## config.mk

```make
export PLATFORM = sky130hd
export DESIGN_NAME = cpu6502_ldst_core
export DESIGN_NICKNAME = d
export VERILOG_FILES = /design/src/rtl/cpu6502_ldst_core.sv
export SDC_FILE = /design/constraint.sdc
export NUM_CORES = 1
export LEC_CHECK = 0
export BUFFER_PORTS_ARGS = -buffer_cell sky130_fd_sc_hd__buf_4
export CAP_MARGIN = 20
export CELL_PAD_IN_SITES_DETAIL_PLACEMENT = 0
export CELL_PAD_IN_SITES_GLOBAL_PLACEMENT = 1
export CORE_ASPECT_RATIO = 0.7
export CORE_MARGIN = 5
export CORE_UTILIZATION = 45
export CTS_BUF_LIST = sky130_fd_sc_hd__clkbuf_16
export CTS_CLUSTER_SIZE = 24
export DETAILED_ROUTE_END_ITERATION = 6
export HOLD_SLACK_MARGIN = 0.15
export PLACE_DENSITY = 0.79
export SYNTH_ARGS = -nofsm -noshare
export SYNTH_HDL_FRONTEND = slang
export SYNTH_SLANG_ARGS = --single-unit
```

## constraint.sdc

```tcl
create_clock -name clk -period 3.9 [get_ports clk]
set_clock_uncertainty 0.2 [all_clocks]
set_input_delay 0.975 -clock clk [delete_from_list [all_inputs] [get_ports clk]]
set_output_delay 0.975 -clock clk [all_outputs]
set_load 0.01 [all_outputs]
```

## src/rtl/cpu6502_ldst_core.sv

```systemverilog
// cpu6502_ldst_core
//   Cycle-accurate NMOS-6502 load/store core: LDA/LDX/LDY/STA/STX/STY in
//   immediate, zp, zp indexed, abs, abs indexed and (zp),Y modes. Every other
//   opcode runs as a 2-cycle, 1-byte NOP; all of them except $EA also pulse
//   `illegal`.
// Parameters
//   USE_VECTOR : 1 = start PC comes from RESET_VEC/RESET_VEC+1, 0 = START_PC
//   RESET_VEC  : address of the low byte of the reset vector
//   START_PC   : start address when USE_VECTOR = 0
// Ports
//   clk, reset              : clock; synchronous active-high reset
//   rdy                     : 0 stalls read cycles (the cycle repeats)
//   di                      : read data for the current ab
//   dout                    : write data, valid while we = 1 (the 6502 "do" pin)
//   ab, we, sync            : registered address bus, write strobe, opcode fetch
//   reg_a, reg_x, reg_y     : architectural registers
//   flag_n, flag_z          : status flags
//   illegal                 : one-cycle pulse after an unsupported opcode fetch
module cpu6502_ldst_core #(
  parameter bit          USE_VECTOR = 1'b1,
  parameter logic [15:0] RESET_VEC  = 16'hFFFC,
  parameter logic [15:0] START_PC   = 16'h0000
) (
  input  logic        clk,
  input  logic        reset,
  input  logic        rdy,
  input  logic [7:0]  di,
  output logic [7:0]  dout,
  output logic [15:0] ab,
  output logic        we,
  output logic        sync,
  output logic [7:0]  reg_a,
  output logic [7:0]  reg_x,
  output logic [7:0]  reg_y,
  output logic        flag_n,
  output logic        flag_z,
  output logic        illegal
);
  typedef enum logic [3:0] {S_RESET, S_VEC_LO, S_VEC_HI, S_FETCH, S_OPER1, S_OPER2,
                            S_INDEX, S_PTR_LO, S_PTR_HI, S_EXEC} state_t;
  typedef enum logic [2:0] {M_NONE, M_IMM, M_ZP, M_ZPI, M_ABS, M_ABSI, M_INDY} mode_t;
  typedef enum logic [1:0] {R_A, R_X, R_Y} reg_t;

  state_t      state_q, state_d;
  logic [15:0] ab_q, ab_d, pc_q, pc_d, ea_q, ea_d, pc_inc;
  logic        we_q, we_d, sync_q, sync_d, ill_q, ill_d, n_q, n_d, z_q, z_d;
  logic [7:0]  do_q, do_d, a_q, a_d, x_q, x_d, y_q, y_d, lo_q, lo_d;
  mode_t       mode_q, mode_d, dec_mode;
  reg_t        reg_q, reg_d, dec_reg;
  logic        store_q, store_d, idxy_q, idxy_d, dec_store, dec_idx_y, dec_ill;
  logic [7:0]  idx, src;
  logic [8:0]  sum;
  logic        load_en;

  // Opcode decode on the aaa/bbb/cc fields: aaa=100 stores, aaa=101 loads.
  always_comb begin
    dec_mode  = M_NONE;
    dec_reg   = R_A;
    dec_store = ~di[5];
    dec_idx_y = 1'b0;
    if (di[7:6] == 2'b10) begin
      unique case (di[1:0])
        2'b01: begin
          dec_reg = R_A;
          case (di[4:2])
            3'b001: dec_mode = M_ZP;
            3'b010: dec_mode = dec_store ? M_NONE : M_IMM;
            3'b011: dec_mode = M_ABS;
            3'b100: begin dec_mode = M_INDY; dec_idx_y = 1'b1; end
            3'b101: dec_mode = M_ZPI;
            3'b110: begin dec_mode = M_ABSI; dec_idx_y = 1'b1; end
            3'b111: dec_mode = M_ABSI;
            default: dec_mode = M_NONE;
          endcase
        end
        2'b10, 2'b00: begin
          // LDX/STX index with Y, LDY/STY index with X
          dec_reg   = di[1] ? R_X : R_Y;
          dec_idx_y = di[1];
          case (di[4:2])
            3'b000: dec_mode = dec_store ? M_NONE : M_IMM;
            3'b001: dec_mode = M_ZP;
            3'b011: dec_mode = M_ABS;
            3'b101: dec_mode = M_ZPI;
            3'b111: dec_mode = dec_store ? M_NONE : M_ABSI;
            default: dec_mode = M_NONE;
          endcase
        end
        default: dec_mode = M_NONE;
      endcase
    end
    dec_ill = (dec_mode == M_NONE) && (di != 8'hEA);
  end

  always_comb begin
    state_d = state_q; ab_d = ab_q; we_d = we_q; do_d = do_q; sync_d = sync_q;
    ill_d = ill_q; pc_d = pc_q; ea_d = ea_q; lo_d = lo_q;
    a_d = a_q; x_d = x_q; y_d = y_q; n_d = n_q; z_d = z_q;
    mode_d = mode_q; reg_d = reg_q; store_d = store_q; idxy_d = idxy_q;
    load_en = 1'b0;
    pc_inc  = pc_q + 16'd1;
    idx     = idxy_q ? y_q : x_q;
    sum     = {1'b0, lo_q} + {1'b0, idx};
    case (reg_q)
      R_X:     src = x_q;
      R_Y:     src = y_q;
      default: src = a_q;
    endcase
    // A low rdy freezes read cycles only; a write cycle always completes.
    if (rdy || we_q) begin
      we_d = 1'b0; sync_d = 1'b0; ill_d = 1'b0;
      unique case (state_q)
        S_RESET, S_VEC_LO: begin
          lo_d = di; ab_d = RESET_VEC + 16'd1; state_d = S_VEC_HI;
        end
        S_VEC_HI: begin
          pc_d = {di, lo_q}; ab_d = {di, lo_q}; sync_d = 1'b1; state_d = S_FETCH;
        end
        S_FETCH: begin
          pc_d = pc_inc; ab_d = pc_inc;
          mode_d = dec_mode; reg_d = dec_reg; store_d = dec_store; idxy_d = dec_idx_y;
          ill_d = dec_ill;
          state_d = (dec_mode == M_NONE) ? S_EXEC : S_OPER1;
        end
        S_OPER1: begin
          pc_d = pc_inc; lo_d = di;
          case (mode_q)
            M_IMM: begin load_en = 1'b1; ab_d = pc_inc; sync_d = 1'b1; state_d = S_FETCH; end
            M_ZP:  begin ab_d = {8'h00, di}; we_d = store_q; state_d = S_EXEC; end
            // zp indexed wraps inside page zero
            M_ZPI: begin ab_d = {8'h00, di}; ea_d = {8'h00, di + idx}; state_d = S_INDEX; end
            M_INDY: begin ab_d = {8'h00, di}; state_d = S_PTR_LO; end
            default: begin ab_d = pc_inc; state_d = S_OPER2; end
          endcase
        end
        S_PTR_LO: begin
          lo_d = di; ab_d = {8'h00, ab_q[7:0] + 8'd1}; state_d = S_PTR_HI;
        end
        S_OPER2, S_PTR_HI: begin
          if (state_q == S_OPER2) pc_d = pc_inc;
          if (mode_q == M_ABS) begin
            ab_d = {di, lo_q}; we_d = store_q; state_d = S_EXEC;
          end else begin
            // First try {base_hi, sum_lo}; a carry or a store needs the fixup cycle.
            ab_d = {di, sum[7:0]};
            ea_d = {di + {7'd0, sum[8]}, sum[7:0]};
            state_d = (sum[8] || store_q) ? S_INDEX : S_EXEC;
          end
        end
        S_INDEX: begin
          ab_d = ea_q; we_d = store_q; state_d = S_EXEC;
        end
        S_EXEC: begin
          load_en = (mode_q != M_NONE) && !store_q;
          ab_d = pc_q; sync_d = 1'b1; state_d = S_FETCH;
        end
        default: begin
          ab_d = pc_q; sync_d = 1'b1; state_d = S_FETCH;
        end
      endcase
      if (we_d) do_d = src;
      if (load_en) begin
        case (reg_q)
          R_X:     x_d = di;
          R_Y:     y_d = di;
          default: a_d = di;
        endcase
        n_d = di[7];
        z_d = (di == 8'h00);
      end
    end
  end

  always_ff @(posedge clk) begin
    if (reset) begin
      state_q <= USE_VECTOR ? S_VEC_LO : S_FETCH;
      ab_q    <= USE_VECTOR ? RESET_VEC : START_PC;
      pc_q    <= START_PC;
      sync_q  <= !USE_VECTOR;
      we_q <= 1'b0; do_q <= 8'h00; ill_q <= 1'b0;
      a_q <= 8'h00; x_q <= 8'h00; y_q <= 8'h00; n_q <= 1'b0; z_q <= 1'b0;
    end else begin
      state_q <= state_d; ab_q <= ab_d; pc_q <= pc_d; sync_q <= sync_d;
      we_q <= we_d; do_q <= do_d; ill_q <= ill_d;
      a_q <= a_d; x_q <= x_d; y_q <= y_d; n_q <= n_d; z_q <= z_d;
    end
  end

  // Per-instruction scratch state; always written before it is used.
  always_ff @(posedge clk) begin
    mode_q <= mode_d; reg_q <= reg_d; store_q <= store_d; idxy_q <= idxy_d;
    lo_q <= lo_d; ea_q <= ea_d;
  end

  assign ab = ab_q;       assign we = we_q;       assign dout = do_q;
  assign sync = sync_q;   assign illegal = ill_q;
  assign reg_a = a_q;     assign reg_x = x_q;     assign reg_y = y_q;
  assign flag_n = n_q;    assign flag_z = z_q;
endmodule

```

# --- Word level (Yosys, flattened, before mapping) ---
# Index checks and enable logic that the tools add are counted.
totals:
  memories: 0
  inputBits: 11
  elab_cells: 121
  reg_bits: 104
  latch_bits: 0
  ram_bits: 0
  mem_bits_ro: 0
  out_inout_bits: 53
op_classes:
  n_bitwise: 2
  n_reduce_logical: 33
  mux: 33
  n_eq_ne: 30
  magnitude_cmp: 0
  n_addsub: 5
  div: 0
  shifts: 0
  mul: 0
op_table:
  columns: ["operator", "count"]
  rows:
  - ["16-bit one-hot mux with 7 select lines", 1]
  - ["16-bit 2-to-1 mux", 4]
  - ["16-bit one-hot mux with 3 select lines", 1]
  - ["16-bit one-hot mux with 2 select lines", 1]
  - ["4-bit one-hot mux with 6 select lines", 1]
  - ["3-bit equality test, second input constant", 6]
  - ["3-bit one-hot mux with 6 select lines", 1]
  - ["16-bit by 1-bit adder with 16-bit output, second input constant", 1]
  - ["4-bit by 3-bit equality test with 1-bit output, second input constant", 4]
  - ["8-bit 2-to-1 mux", 2]
  - ["4-bit one-hot mux with 4 select lines", 1]
  - ["8-bit one-hot mux with 2 select lines", 1]
  - ["3-bit one-hot mux with 5 select lines", 1]
  - ["2-bit OR reduction", 7]
  - ["3-bit by 2-bit equality test with 1-bit output, second input constant", 4]
  - ["4-bit 2-to-1 mux", 3]
  - ["3-bit AND reduction", 4]
  - ["2-bit AND reduction", 5]
  - ["8-bit by 8-bit adder with 9-bit output", 1]
  - ["8-bit by 1-bit adder with 8-bit output", 1]
  - ["8-bit by 1-bit adder with 8-bit output, second input constant", 1]
  - ["8-bit adder", 1]
  - ["4-bit by 2-bit equality test with 1-bit output, second input constant", 2]
  - ["4-bit equality test, second input constant", 2]
  - ["26 further kinds", 47]

# --- Logic depth before layout (Yosys ltp) ---
# Gate-level depths: netlist of run 1.
logic_depth:
  word_depth: 8
  mapped_depth: 13
  mapped_depth_nobuf: 12

# --- Worst setup path after synthesis of run 1 ---
# Ideal clock, no wire load.
synth_timing:
  path_kind: "reg-to-reg"
  startpoint: "register idxy_q"
  endpoint: "register ea_q[12] (data pin)"
  slack_ps: 670
  path_buffers: 1
  path_stages_with_launch: 14
  setup_time_ps: 257
  arrival_time_ps: 2774
  synth_period_minus_slack_ps: 3230
  required_ps: 3443
  path_cell_list: "edfxtp_1 > clkbuf_1 > mux2_2 > ha_1 > fa_1 > a211oi_1 > o31ai_1 > nand3_1 > nand2_1 > ha_1 > ha_1 > nand3_1 > xnor2_1 > nor2_1"
synth_between:
  elab_chain_cells: 5
synth_lines:
  columns: ["element", "line", "source"]
  rows:
  - ["from (decl)", "50", "logic store_q, store_d, idxy_q, idxy_d, dec_store, dec_idx_y, dec_ill;"]
  - ["from (signal assigned)", "191", "mode_q <= mode_d; reg_q <= reg_d; store_q <= store_d; idxy_q <= idxy_d;"]
  - ["8-bit 2-to-1 mux", "102", "idx = idxy_q ? y_q : x_q;"]
  - ["8-bit by 8-bit adder with 9-bit output", "103", "sum = {1'b0, lo_q} + {1'b0, idx};"]
  - ["8-bit by 1-bit adder with 8-bit output", "146", "ea_d = {di + {7'd0, sum[8]}, sum[7:0]};"]
  - ["16-bit 2-to-1 mux", "141", "if (mode_q == M_ABS) begin"]
  - ["16-bit one-hot mux with 2 select lines", "112", "unique case (state_q)"]
  - ["to (signal assigned)", "192", "lo_q <= lo_d; ea_q <= ea_d;"]
  - ["to (decl)", "45", "logic [15:0] ab_q, ab_d, pc_q, pc_d, ea_q, ea_d, pc_inc;"]
# Every way passes these cells. The select of a mux whose other input is x is not followed.
# A chain may end at the register's enable or synchronous reset.

# --- Worst setup path in the final report of run 1 ---
layout_timing:
  startpoint: "register idxy_q"
  endpoint: "register ea_q[14] (data pin)"
# The elaborated chain is that of the path after synthesis.

==> flow_metrics.tcl, run 1 <==
set metrics [dict create \
    synth_edf_count 31 \
    worst-r2r-cell-count 11 \
    synth_flop_cell "dfxtp_1" \
    fin_area_sq_um 7711 \
    rows 37 \
    synth_nets 844 \
    path_clk_slew_ns 0.07 \
    path_buf_inv 0 \
    comb_power_share 0.223 \
    async_flop_share 0 \
    cts-resized-gates 0 \
    tns_ns 0 \
    grt_pass1_wl_microns 36920 \
    wl_microns 24650 \
    core_region_area_sq_um 14860 \
    holdCritPathClass "reg -> reg" \
    clkPwrFrac 0.313 \
    path_depth 11 \
    gr-total-overflow 0 \
    cp-start-kind "flip-flop" \
    intPower_mw 1.823 \
    worstMarginPinSlew_ns 1.042 \
    grt_usage 0.2712 \
    diodes 0 \
    syn_area_per_cell_sq_um 8.510 \
    p_total_mw 2.725 \
    cts_tree "yes" \
    area_growth_pct 11.87 \
    critPathMaxFanout 8 \
    die-area_sq_um 17930 \
    placed_area_sq_um 7440 \
    ios 64 \
    status "completed" \
    place.gp.congestion 1.061 \
    ys_seq_elements 104 \
    cpPeakStageDelay_ns 0.57 \
    nets 873 \
    drive_gt1_frac 0.1647 \
    grt_pass1_vias 6003 \
    worstHoldPathCells 2 \
    die_w_microns 157.9 \
    grt_max_degree 54 \
    cts_root_buf "clkbuf_16" \
    die_y_microns 113.6 \
    max_freq_mhz 281.6 \
    setup_ws_ns 0.3484 \
    start_util 0.4638 \
    vias 6615 \
    worstSetupEndpointType "flip-flop" \
    synth_area_sq_um 6893 \
    worstPathArrival_ns 3.55 \
    drc 0 \
    hold_ws_ns 0.2878 \
    setup_viol 0 \
    clkSinkCount 104 \
    cp_top_family "adder cells" \
    power_leakage_nw 3.137 \
    post_cts_buffers 0 \
    dp_hpwl_microns 18540 \
    clk_latency_ns 0.35 \
    dp_cells 1022 \
    cts_max_level 3 \
    seqPwrFrac 0.464 \
    crit_chain "mux2_2 > ha_1 > nand2_1 > o31ai_1 > nand3_1 > nand2_1 > ha_1 > ha_1 > nand3_1 > or3_1 > a21oi_1" \
    post_drt_wl_per_cell_microns 23.72 \
    cpMostUsedCell "ha_1" \
    cts_hold_buf 0 \
    min_period_ns 3.552 \
    crit_type "reg -> reg" \
    firstDrtPassIters 7 \
    clock_path_buffers 2 \
    final_util 0.5189 \
    rsz0062_at_grt "false" \
    peakVddDrop_uv 263.0 \
    maxCapViolCount 0 \
    period_share 0.9107 \
    required_ns 3.89 \
    antenna_found_initial 0 \
    synthCells 810 \
    yosysUniqueCellTypes 77 \
    swShare 0.3309 \
    hold_violations 0 \
    dp_slack_ns 0.4384 \
    switchingPower_uw 901.6 \
    p_per_area_nw_per_um2 353.4 \
    ys_seq_area_frac 0.3471 \
    layout.cells.non_filler 1039 \
    cp_slowest_cell "edfxtp_1" \
    viasPerCell 6.367 \
    numCtsBuffers 9 \
    synth_warnings 0 \
    relSlewSlack 0.3042 \
    ant_nets 0 \
    report.final.slew_viol_count 0 \
    io_buffers 63 \
    drt_first_iter_violations 875 \
]
[layout make-up]
type | instances | area [sq um]
clock buffer | 9 | 225.2
inverter | 21 | 78.83
fill | 1408 | 7149
tap | 195 | 244.0
clock inverter | 7 | 38.79
multi-input combinational | 619 | 4098
sequential | 104 | 2392
timing repair buffer | 84 | 634.4
[logic make-up after synthesis]
group,after synthesis,synth area share
adder cells (fa/ha/maj),23,0.04393
AND/OR/NAND/NOR,264,0.2006
multiplexers,55,0.08368
flip-flops,104,0.3471
buffers and inverters,87,0.05881
AO/OA/AOI/OAI,244,0.2220
XOR/XNOR,33,0.04393
[worst min-delay path, cell delays in order, from the launching register on]
cell	delay, ns
dfxtp_1	0.33
a21oi_1	0.06
o21ai_0	0.07
[routing by layer]
| metal | up-vias | share of wire | track usage | routed length, microns |
|---|---|---|---|---|
| met4 | 0 | 0.010 | 0.04126 | 246 |
| li1 | 3010 | - | - | - |
| met5 | - | 0 | 0 | 0 |
| met1 | 3181 | 0.46 | 0.4315 | 11360 |
| met2 | 396 | 0.39 | 0.3493 | 9537 |
| met3 | 28 | 0.14 | 0.09708 | 3506 |
[cells in the final DEF (no fill, tap or decap), types with 18 or more instances in the layout]
master / count
nand2_1: 58
a21oi_1: 74
inv_1: 23
o21ai_0: 64
mux2i_1: 37
nor2_1: 92
buf_4: 83
ha_1: 21
dfxtp_1: 73
nor3_1: 18
edfxtp_1: 31
[final timing paths]
check | start | endpoint | slack [ns]
max reg2reg | idxy_q | ea_q[14] | 0.35
min reg2reg | ab[8] | ab[8] | 0.29
min | ab[8] | ab[8] | 0.29
max | idxy_q | ea_q[14] | 0.35
[synth_stat cells, types with 3 or more instances]
cell / n / area share
nor2_1: 93 / 0.051
a21oi_1: 74 / 0.054
dfxtp_1: 73 / 0.21
o21ai_0: 64 / 0.046
nand2_1: 58 / 0.032
clkbuf_1: 37 / 0.020
mux2i_1: 37 / 0.054
edfxtp_1: 31 / 0.14
ha_1: 21 / 0.038
inv_1: 21 / 0.011
buf_2: 18 / 0.013
nor3_1: 18 / 0.013
mux2_2: 17 / 0.028
nand3_1: 17 / 0.012
xnor2_1: 17 / 0.022
a221oi_1: 16 / 0.020
xor2_1: 15 / 0.019
a22oi_1: 14 / 0.015
nand2b_1: 11 / 0.010
o22ai_1: 10 / 0.0091
and3_1: 9 / 0.0082
nand4_1: 9 / 0.0082
a21o_1: 7 / 0.0076
buf_6: 7 / 0.011
nor2b_1: 7 / 0.0064
o211ai_1: 7 / 0.0076
a211oi_1: 5 / 0.0054
a21boi_0: 5 / 0.0054
o21ai_1: 5 / 0.0036
o32ai_1: 5 / 0.0064
nand3b_1: 4 / 0.0044
o31ai_1: 4 / 0.0044
or3_1: 4 / 0.0036
a311oi_1: 3 / 0.0038
and2_1: 3 / 0.0027
and4_1: 3 / 0.0038
buf_1: 3 / 0.0016
nand2_8: 3 / 0.0087
nor3b_1: 3 / 0.0033
nor4_1: 3 / 0.0027
o21a_1: 3 / 0.0033
[power by group through the flow]
stage | Combinational [mW] | Clock, mW | Sequential [mW]
global route | 0.648 | 0.907 | 1.27
finish | 0.607 | 0.853 | 1.26
global placement | 0.580 | 0 | 1.28
floorplan | 0.413 | 0 | 1.24
detailed placement | 0.583 | 0 | 1.28
CTS | 0.586 | 0.865 | 1.26
[flip-flops by register name, summed over array words and instances (netlist names)]
register and flops:
ab 16, ea_q 16, pc_q 16, dout 8, lo_q 8, reg_a 8
reg_x 8, reg_y 8, state_q 4, mode_q 3, reg_q 2, flag_n 1
flag_z 1, idxy_q 1, illegal 1, store_q 1, sync 1, we 1
Power figures use the tool's default switching activity.
==> inputs of run 2 (changes only) <==
Settings changed: BUFFER_PORTS_ARGS -buffer_cell sky130_fd_sc_hd__buf_4 to -buffer_cell sky130_fd_sc_hd__buf_2, GPL_TIMING_DRIVEN from default to 0.
==> flow_metrics.tcl, run 2 (synthesized netlist as in run 1, its figures left out) <==
set metrics [dict create \
    status "completed" \
    die_y_microns 113.6 \
    cts_root_buf "clkbuf_16" \
    peakVddDrop_uv 199.9 \
    worstPathArrival_ns 3.66 \
    cp-start-kind "flip-flop" \
    ant_nets 0 \
    period_share 0.9331 \
    post_drt_wl_per_cell_microns 24.71 \
    maxCapViolCount 0 \
    cpPeakStageDelay_ns 0.46 \
    layout_common_cells "nor2_1, buf_2, a21oi_1" \
    cts_tree "yes" \
    crit_chain "clkbuf_1 > mux2_2 > ha_1 > nand2_1 > o31ai_1 > nand3_1 > nand2_1 > ha_1 > ha_1 > nand3_1 > or3_1 > a21oi_1" \
    crit_type "reg -> reg" \
    drc 0 \
    vias 6874 \
    report.final.slew_viol_count 0 \
    drt_first_iter_violations 680 \
    clk_latency_ns 0.37 \
    cpMostUsedCell "ha_1" \
    place.gp.congestion 0.9617 \
    dp_hpwl_microns 20540 \
    grt_pass1_wl_microns 39560 \
    ios 64 \
    clock_path_buffers 2 \
    grt_pass1_vias 6324 \
    critPathMaxFanout 8 \
    cts-resized-gates 0 \
    area_growth_pct 12.54 \
    io_buffers 62 \
    post_cts_buffers 0 \
    setup_viol 0 \
    rsz0062_at_grt "false" \
    grt_max_degree 19 \
    drive_gt1_frac 0.1620 \
    mostFrequentLayoutCell "nor2_1" \
    clkSinkCount 104 \
    cts_max_level 3 \
    firstDrtPassIters 7 \
    grt_usage 0.2949 \
    hold_violations 0 \
    die-area_sq_um 17930 \
    power_leakage_nw 3.196 \
    wl_microns 26810 \
    viasPerCell 6.335 \
    holdCritPathClass "reg -> reg" \
    worstSetupEndpointType "flip-flop" \
    relSlewSlack 0.2576 \
    core_region_area_sq_um 14860 \
    cp_top_family "adder cells" \
    p_per_area_nw_per_um2 368.4 \
    start_util 0.4638 \
    cts_hold_buf 0 \
    gr-total-overflow 0 \
    tns_ns 0 \
    die_w_microns 157.9 \
    path_buf_inv 1 \
    worstMarginPinSlew_ns 1.104 \
    max_freq_mhz 274.8 \
    path_clk_slew_ns 0.08 \
    min_period_ns 3.639 \
    nets 918 \
    fin_area_sq_um 7757 \
    numCtsBuffers 9 \
    antenna_found_initial 1 \
    cp_slowest_cell "mux2_2" \
    required_ns 3.92 \
    rows 37 \
    placed_area_sq_um 7447 \
]
-- run 2: area by class of cell --
cell class,instances,area (sq um)
inverter,21,78.83
buffer,66,326.6
sequential,104,2392
clock inverter,7,77.57
tap,195,244.0
clock buffer,9,225.2
antenna,1,2.502
multi-input combinational,619,4095
fill,1448,7103
timing repair buffer,63,315.3
-- run 2: metal layers --
metal / global-route usage / share of wire
met5: 0 / 0
met2: 0.4204 / 0.41
met4: 0.06304 / 0.020
met1: 0.4330 / 0.45
met3: 0.09746 / 0.12
-- run 2: worst paths after layout --
path	from	end	slack, ns	cells past startpoint
worst max-delay path	idxy_q	ea_q[14]	0.26	12
worst max register to register	idxy_q	ea_q[14]	0.26	12
worst min-delay path	ab[15]	ab[15]	0.26	2
worst min register to register	ab[15]	ab[15]	0.26	2
-- run 2: through the flow --
step / hold slack (ns) / std cells / worst slack (ns) / utilization / total power, mW
finish: 0.2630 / 1085 / 0.2607 / 0.5220 / 2.858
global route: 0.2847 / 1084 / 0.09971 / 0.5218 / 2.944
CTS: 0.2719 / 1083 / 0.3027 / 0.5215 / 2.832
detailed placement: 0.2534 / 1067 / 0.2259 / 0.5011 / 1.890
global placement: 0.2489 / 1067 / 0.2508 / 0.5011 / 1.886
floorplan: 0.2898 / 810 / 0.6696 / - / 1.652
-- run 2: power by group --
part,internal (mW),total [mW],switching [mW]
clock network,0.506,0.960,0.454
registers,1.17,1.24,0.0656
logic,0.222,0.663,0.441
-- run 2: worst reg2reg max path, delay by kind of cell (launching register included) --
family                   cells  cell delay [ns]
AO/OA/AOI/OAI                2             0.59
adder cells (fa/ha/maj)      3             0.79
multiplexers                 1             0.46
flip-flops                   1             0.32
AND/OR/NAND/NOR              5             0.71
buffers and inverters        1             0.41
==> inputs of run 3 (changes only) <==
Settings changed: SETUP_SLACK_MARGIN from default to 0.3.
==> flow_metrics.tcl, run 3 (synthesized netlist as in run 1, its figures left out) <==
set metrics [dict create \
    status "finished with violations" \
    failed_checks "design-rule violations" \
    cp_top_family "adder cells" \
    intPower_mw 1.899 \
    setup_viol 0 \
    cp-start-kind "flip-flop" \
    core_region_area_sq_um 14860 \
    cts-resized-gates 0 \
    ant_nets 0 \
    seqPwrFrac 0.432 \
    cpMostUsedCell "ha_1" \
    diodes 0 \
    dp_slack_ns 0.2259 \
    post_cts_buffers 0 \
    cts_root_buf "clkbuf_16" \
    crit_type "reg -> reg" \
    firstDrtPassIters 7 \
    final_util 0.5224 \
    layout_common_cells "nor2_1, buf_2, a21oi_1" \
    ios 64 \
    grt_usage 0.2949 \
    path_clk_slew_ns 0.08 \
    viasPerCell 6.309 \
    hold_violations 0 \
    maxCapViolCount 0 \
    holdCritPathClass "reg -> reg" \
    gr-total-overflow 0 \
    clock_path_buffers 2 \
    grt_max_degree 19 \
    max_freq_mhz 291.0 \
    area_growth_pct 12.62 \
    grt_pass1_wl_microns 39560 \
    cp_slowest_cell "mux2_2" \
    clkPwrFrac 0.336 \
    rsz0062_at_grt "false" \
    drive_gt1_frac 0.1642 \
    required_ns 3.82 \
    worstSetupEndpointType "flip-flop" \
    report.final.slew_viol_count 0 \
    p_per_area_nw_per_um2 368.2 \
    cpPeakStageDelay_ns 0.41 \
    swShare 0.3358 \
    period_share 0.8812 \
    drc 2 \
    numCtsBuffers 9 \
    cts_hold_buf 0 \
    clkSinkCount 104 \
    fill_cells 1449 \
    wl_microns 26770 \
    setup_ws_ns 0.4631 \
    mostFrequentLayoutCell "nor2_1" \
    start_util 0.4638 \
    die-area_sq_um 17930 \
    clk_latency_ns 0.36 \
    worstMarginPinSlew_ns 1.061 \
    dp_hpwl_microns 20540 \
    die_w_microns 157.9 \
    critPathMaxFanout 8 \
    crit_chain "clkbuf_2 > mux2_2 > ha_1 > fa_1 > a211oi_1 > o31ai_1 > nand3_1 > nand2_1 > ha_1 > ha_1 > nand3_1 > or3_1 > a21oi_1" \
    min_period_ns 3.437 \
    rows 37 \
    place.gp.congestion 0.9617 \
    power_leakage_nw 3.200 \
    peakVddDrop_uv 201.8 \
    worstPathArrival_ns 3.35 \
    comb_power_share 0.231 \
    grt_pass1_vias 6324 \
    die_y_microns 113.6 \
    antenna_found_initial 1 \
    drt_first_iter_violations 694 \
    path_buf_inv 1 \
    io_buffers 62 \
    switchingPower_uw 960.0 \
    relSlewSlack 0.2867 \
    post_drt_wl_per_cell_microns 24.69 \
    nets 918 \
    tns_ns 0 \
    cts_max_level 3 \
    vias 6839 \
    cts_tree "yes" \
]
## run 3: cell types whose count changed in the layout (fill, tap and decap cells not counted)
cell      delta
clkbuf_2     +1
clkbuf_1     -1
nor4bb_1     -1
diode_2      -1
nor4bb_2     +1
## run 3: path summary, 6_finish.rpt
kind / from / cells after the start / endpoint / slack (ns)
min: ab[15] / 2 / ab[15] / 0.26
max reg2reg: idxy_q / 13 / ea_q[14] / 0.46
max: idxy_q / 13 / ea_q[14] / 0.46
min reg2reg: ab[15] / 2 / ab[15] / 0.26
## run 3: worst min-delay path, cell delays in order, from the launching register on
cell	delay, ns
dfxtp_1	0.33
a21oi_1	0.05
o21ai_0	0.06
## run 3: area by class of cell
cell class,count,area [sq um],area share
Clock buffer,9,225.2,0.02901
Timing Repair Buffer,63,315.3,0.04062
Sequential cell,104,2392,0.3082
Buffer,66,327.8,0.04223
Inverter,21,78.83,0.01015
Clock inverter,7,77.57,0.009994
Multi-Input combinational cell,619,4101,0.5284
Tap cell,195,244.0,0.03143
## run 3: power groups by stage
stage / Clock (mW) / Combinational (mW) / Sequential (mW)
after floorplan: 0 / 0.413 / 1.24
after global placement: 0 / 0.631 / 1.26
after detailed placement: 0 / 0.633 / 1.26
after CTS: 0.965 / 0.636 / 1.23
after global routing: 1.01 / 0.699 / 1.24
final: 0.962 / 0.661 / 1.24
## run 3: metal layers
metal | track usage | wire [microns]
met4 | 0.06304 | 469
met3 | 0.09746 | 3227
met5 | 0 | 0
met2 | 0.4204 | 11160
met1 | 0.4330 | 11910
## run 3: per-stage QoR
stage	hold slack, ns	instances	total power, mW	area (sq um)
2_1_floorplan	0.2898	810	1.652	6893
3_3_place_gp	0.2489	1067	1.886	7447
3_5_place_dp	0.2534	1067	1.890	7447
4_1_cts	0.2719	1083	2.832	7750
5_1_grt	0.2847	1084	2.945	7762
6_report	0.2644	1084	2.858	7762
